<file path="src/rtl/uart_status_framer.sv">
`default_nettype none
// ============================================================================
// Module   : uart_status_framer
// Purpose  : Snapshots time/temperature/alarm status and sends it to uart_send
//            as a 7-byte checksummed frame.
// Revision : 1.0 - initial release
// ============================================================================
module uart_status_framer #(
  parameter logic [7:0] HEADER       = 8'hAA,
  parameter int         BUSY_TIMEOUT = 16
) (
  input  logic       sys_clk,
  input  logic       sys_rst_n,
  input  logic       report_req,
  input  logic [7:0] hour,
  input  logic [7:0] min,
  input  logic [7:0] sec,
  input  logic [7:0] temp,
  input  logic       alarm_active,
  input  logic       temp_alarm,
  input  logic       uart_tx_busy,
  output logic       uart_en,
  output logic [7:0] uart_din,
  output logic       frame_busy,
  output logic       frame_done,
  output logic       frame_err,
  output logic [7:0] drop_cnt
);

  localparam logic [7:0] c_timeout  = 8'(BUSY_TIMEOUT);
  localparam logic [2:0] c_last_idx = 3'd6;

  typedef enum logic [2:0] {
    IDLE   = 3'd0,
    ISSUE  = 3'd1,
    WAIT_H = 3'd2,
    WAIT_L = 3'd3,
    DONE   = 3'd4
  } state_t;

  state_t     r_state;
  logic [7:0] r_hour;
  logic [7:0] r_min;
  logic [7:0] r_sec;
  logic [7:0] r_temp;
  logic [7:0] r_flags;
  logic [7:0] r_sum;
  logic [7:0] r_tcnt;
  logic [2:0] r_idx;
  logic [7:0] w_byte;

  // Byte 6 is the running sum of everything already strobed out.
  always_comb begin
    w_byte = 8'h00;
    case (r_idx)
      3'd0:    w_byte = HEADER;
      3'd1:    w_byte = r_hour;
      3'd2:    w_byte = r_min;
      3'd3:    w_byte = r_sec;
      3'd4:    w_byte = r_temp;
      3'd5:    w_byte = r_flags;
      3'd6:    w_byte = r_sum;
      default: w_byte = 8'h00;
    endcase
  end

  always_ff @(posedge sys_clk or negedge sys_rst_n) begin
    if (!sys_rst_n) begin
      r_state    <= IDLE;
      r_hour     <= 8'h00;
      r_min      <= 8'h00;
      r_sec      <= 8'h00;
      r_temp     <= 8'h00;
      r_flags    <= 8'h00;
      r_sum      <= 8'h00;
      r_tcnt     <= 8'h00;
      r_idx      <= 3'd0;
      uart_en    <= 1'b0;
      uart_din   <= 8'h00;
      frame_done <= 1'b0;
      frame_err  <= 1'b0;
      drop_cnt   <= 8'h00;
    end else begin
      uart_en    <= 1'b0;
      frame_done <= 1'b0;
      frame_err  <= 1'b0;

      if (report_req && (r_state != IDLE) && (drop_cnt != 8'hFF))
        drop_cnt <= drop_cnt + 8'd1;

      case (r_state)
        IDLE: begin
          if (report_req) begin
            r_hour  <= hour;
            r_min   <= min;
            r_sec   <= sec;
            r_temp  <= temp;
            r_flags <= {6'b0, temp_alarm, alarm_active};
            r_sum   <= 8'h00;
            r_idx   <= 3'd0;
            r_state <= ISSUE;
          end
        end
        ISSUE: begin
          if (!uart_tx_busy) begin
            uart_en  <= 1'b1;
            uart_din <= w_byte;
            r_sum    <= r_sum + w_byte;
            r_tcnt   <= 8'h00;
            r_state  <= WAIT_H;
          end
        end
        WAIT_H: begin
          if (uart_tx_busy) begin
            r_state <= WAIT_L;
          end else if (r_tcnt + 8'd1 == c_timeout) begin
            frame_err <= 1'b1;
            r_state   <= IDLE;
          end else begin
            r_tcnt <= r_tcnt + 8'd1;
          end
        end
        WAIT_L: begin
          if (!uart_tx_busy) begin
            if (r_idx == c_last_idx) begin
              frame_done <= 1'b1;
              r_state    <= DONE;
            end else begin
              r_idx   <= r_idx + 3'd1;
              r_state <= ISSUE;
            end
          end
        end
        DONE:    r_state <= IDLE;
        default: r_state <= IDLE;
      endcase
    end
  end

  assign frame_busy = (r_state != IDLE);

endmodule
`default_nettype wire

</file>
<file path="config.mk">
export PLATFORM = sky130hd
export DESIGN_NAME = uart_status_framer
export DESIGN_NICKNAME = d
export VERILOG_FILES = /design/src/rtl/uart_status_framer.sv
export SDC_FILE = /design/constraint.sdc
export NUM_CORES = 1
export LEC_CHECK = 0
export CORE_MARGIN = 1
export CORE_UTILIZATION = 30
export CTS_CLUSTER_SIZE = 24
export DETAILED_ROUTE_END_ITERATION = 6
export PLACE_DENSITY_LB_ADDON = 0.1
export SLEW_MARGIN = 10
export SYNTH_ARGS = -nofsm -noshare
export SYNTH_HDL_FRONTEND = slang
export SYNTH_SLANG_ARGS = --single-unit
</file>
<file path="constraint.sdc">
create_clock -name sys_clk -period 3 [get_ports sys_clk]
set_clock_uncertainty 0.05 [all_clocks]
set_input_delay 0.45 -clock sys_clk [delete_from_list [all_inputs] [get_ports sys_clk]]
set_output_delay 0.45 -clock sys_clk [all_outputs]
set_load 0.03 [all_outputs]
</file>
==> reports/qor_table.md <==
| Item | Reported |
| --- | --- |
| Run status | finished, final reports clean |
| Average size of a mapped cell | 8.99 um^2 |
| Total area of multi-input combinational cells | 1830 um^2 |
| Startpoint type of the worst setup path | flop |
| Post-synthesis cell type with the largest combined area | dfrtp_1 |
| Number of antenna violations at the first check in global routing | 0 |
| Part of the cycle the worst path needs | 95.5% |
| Total count of max-transition violations in the final report | 0 |
| Cts bufs inserted | 9 |
| Antenna diode instance count | 0 |
| Cells along the critical path | inv_1 > ha_2 > a211o_1 > a21oi_2 > a21oi_1 > a211o_1 > fa_2 > a21o_1 > a21oi_2 > o21bai_1 > a21oi_1 > xor2_1 > o21ai_0 |
| Layout overhead on the synthesized area | 31.4% |
| CP max stage delay | 420 ps |
| Core Rows | 40 |
| Detailed-placement wirelength estimate | 6.65 mm |
| Maximum clock frequency | 349 MHz |
| Arrival time reported for the critical path endpoint | 3020 ps |
| DRC errors left | 0 |
| Worst hold margin | 199 ps |
| Vertical die dimension | 114 um |
| Buffer type at the clock tree root | clkbuf_16 |
| Max-cap check violation count | 0 |
| Minimum clock period after layout | 2870 ps |
| R2R Path End | r_sum[6]$_DFFE_PN0P_ |
| Fraction of post-synthesis cell area in the top cell type by area | 50.0% |
| Via count of the first global-routing pass | 3159 |
| Most common cell after layout, fill and taps aside | nand2_1 |
| Clock network latency to the later pin of the worst-skew pair | 330 ps |
| CP bufs+invs | 1 |
| Crit path kind | reg -> reg |
| Number of H-tree branching levels | 3 |
| Via density | 4.72 |
| Pin count of the biggest net entering global routing | 76 |
| Depth of the worst register-to-register path | 13 |
| Synthesis-stage register bit count | 75 |
| FF+latch area | 1880 um^2 |
| Proportion of layout cells with a drive suffix above 1 | 11.8% |
| Grt ovf | 0 |
| Die width | 114 um |
| Quantity of I/O buffers inserted on ports | 57 |
| Wire length per cell after detailed routing | 14.1 um |
| Main area contributors after synthesis | dfrtp_1, nand2_1, ha_1 |
| Die Footprint | 13000 um^2 |
| Deepest clock path buffer count | 2 |
| Wire length of the first global-routing pass | 15.9 mm |
| Routed via count | 3104 |
| Count of mapped cells out of synthesis | 418 |
| Number of filler cells placed in the layout | 1238 |
| Sink Count | 75 |
| R2r setup slk | 130 ps |
| Relative slew slack | 36.0% |
| Worst-margin pin slew | 960 ps |
| Primary flip-flop cell chosen by synthesis mapping | dfrtp_1 |
| P per Cell Area | 1010 nW/um^2 |
| GPL Wtd Cong | 0.848 |
| Async set-or-reset flop fraction in the synthesized netlist | 100% |
| Initial DRC Count | 107 |
| Slowest stage cell, crit path | dfrtp_2 |
| CP top delay family | compound AO/OA/AOI/OAI gates |
| Final setup vio count | 0 |
| Total iterations of the first detailed-routing run | 4 |
| Post-synthesis net count | 472 |
| Initial core utilization | 31.0% |
| Count of warnings emitted by yosys | 0 |
| Post-detailed-routing wire length | 9.28 mm |
| Reg clk slew, reported paths | 60 ps |
| Peak VDD IR | 0.343 mV |
| Leading cell types in the layout, fill and taps excluded | nand2_1, dfrtp_1, clkdlybuf4s50_1, nor2_1, buf_4 |
| Number of enable-type register cells in the synthesized netlist | 0 |
| Worst endpoint required time | 3150 ps |
| Yosys cell types | 49 |
| Count of nets after finishing | 539 |
| TNS Setup | 0 ps |
| Startpoint of the worst-slack reg-to-reg timing path | r_idx[1]$_DFFE_PN0P_ |
| I/O pins | 58 |
| Path category of the worst min-delay check | in -> async |
| Hold violation count in the final report | 0 |
| Core region area | 12100 um^2 |
| Sequential-to-total area share from yosys stat | 50.0% |
| Leakage power | 2.26 nW |
| Synthesized cell area | 3760 um^2 |
| ANT nets after route | 0 |
| Tot GR Track Use | 15.5% |
| Critical Path Sink Type | flop |
| Critical Path Fanout Max | 5 |
| Final core area utilization | 40.8% |
| Total power | 4.99 mW |
| CTS tree | built |
-- Yosys cell counts (all sizes together) (3+ instances only) --
cell / instances
a21oi: 14
a221oi: 5
a22oi: 8
a31oi: 8
and2: 4
and3: 5
buf: 7
clkbuf: 11
dfrtp: 75
ha: 15
inv: 11
mux2i: 5
nand2: 145
nand3: 11
nand4: 3
nor2: 19
nor2b: 3
nor3: 5
o211ai: 3
o21ai: 21
o22ai: 3
xnor2: 8
xor2: 5
-- flip-flops by register name, indices dropped and copies added (netlist names), 8 cells and up --
signal,flops
drop_cnt,8
r_hour,8
r_min,8
r_sec,8
r_sum,8
r_tcnt,8
r_temp,8
uart_din,8
-- report_power, final --
part,switching [mW],leakage [nW],internal [mW]
Clock,0.420,0.130,0.580
Sequential,0.370,0.956,1.41
Combinational,1.23,1.17,0.979
Total,2.02,2.25,2.97
-- metal layers --
metal	wire (um)	vias to the layer above	GRT usage (%)
li1	-	1548	-
met3	210	9	2.82
met1	4670	1501	21.5
met5	0	-	0
met4	95	0	4.68
met2	4300	46	24.7
-- how the worst max path moves through the flow --
stage | startpoint | to | slack (ps) | depth (start not counted)
finish | r_idx[1]$_DFFE_PN0P_ | r_sum[6]$_DFFE_PN0P_ | 130 | 13
global route | r_idx[0]$_DFFE_PN0P_ | r_sum[6]$_DFFE_PN0P_ | -20 | 15
CTS | r_idx[0]$_DFFE_PN0P_ | r_sum[6]$_DFFE_PN0P_ | 40 | 14
detailed placement | r_idx[0]$_DFFE_PN0P_ | r_sum[6]$_DFFE_PN0P_ | -50 | 15
global placement | r_idx[0]$_DFFE_PN0P_ | r_sum[6]$_DFFE_PN0P_ | 30 | 15
floorplan | r_idx[0]$_DFFE_PN0P_ | r_sum[7]$_DFFE_PN0P_ | 50 | 13
-- repair_timing --
action / in CTS / in global routing
hold buffers: 0 / 0
endpoints found under the setup margin: 2 / 3
gates resized for setup: 3 / 18
buffers inserted: 0 / 1
pin swaps: 0 / 6
endpoints found under the hold margin: 0 / 0
gates cloned: 0 / 0
-- per-stage QoR --
step	cell area, um^2	cells	setup slack [ps]
finish	4940	658	135
global route	4940	658	-15.4
CTS	4870	657	43.2
detailed placement	4570	641	-54.2
global placement	4570	641	33.6
floorplan	3760	418	52.5
-- cell type report --
class                           instances  share of cell area [%]
Tap cell                              168                    4.26
Inverter                               11                   0.836
Sequential cell                        75                    38.0
Timing Repair Buffer                   74                    14.1
Multi-Input combinational cell        314                    37.1
Clock buffer                           10                    4.84
Clock inverter                          6                   0.836
-- cells by family after synthesis --
| group | count (synthesis) | synth area share [%] |
|---|---|---|
| adder cells (fa/ha/maj) | 16 | 5.53 |
| buffers and inverters | 29 | 3.30 |
| AND/OR/NAND/NOR | 203 | 22.5 |
| AO/OA/AOI/OAI | 75 | 13.7 |
| XOR/XNOR | 13 | 3.03 |
| flip-flops | 75 | 50.0 |
| multiplexers | 7 | 1.93 |
No activity file was read; power rests on OpenSTA's default activity.
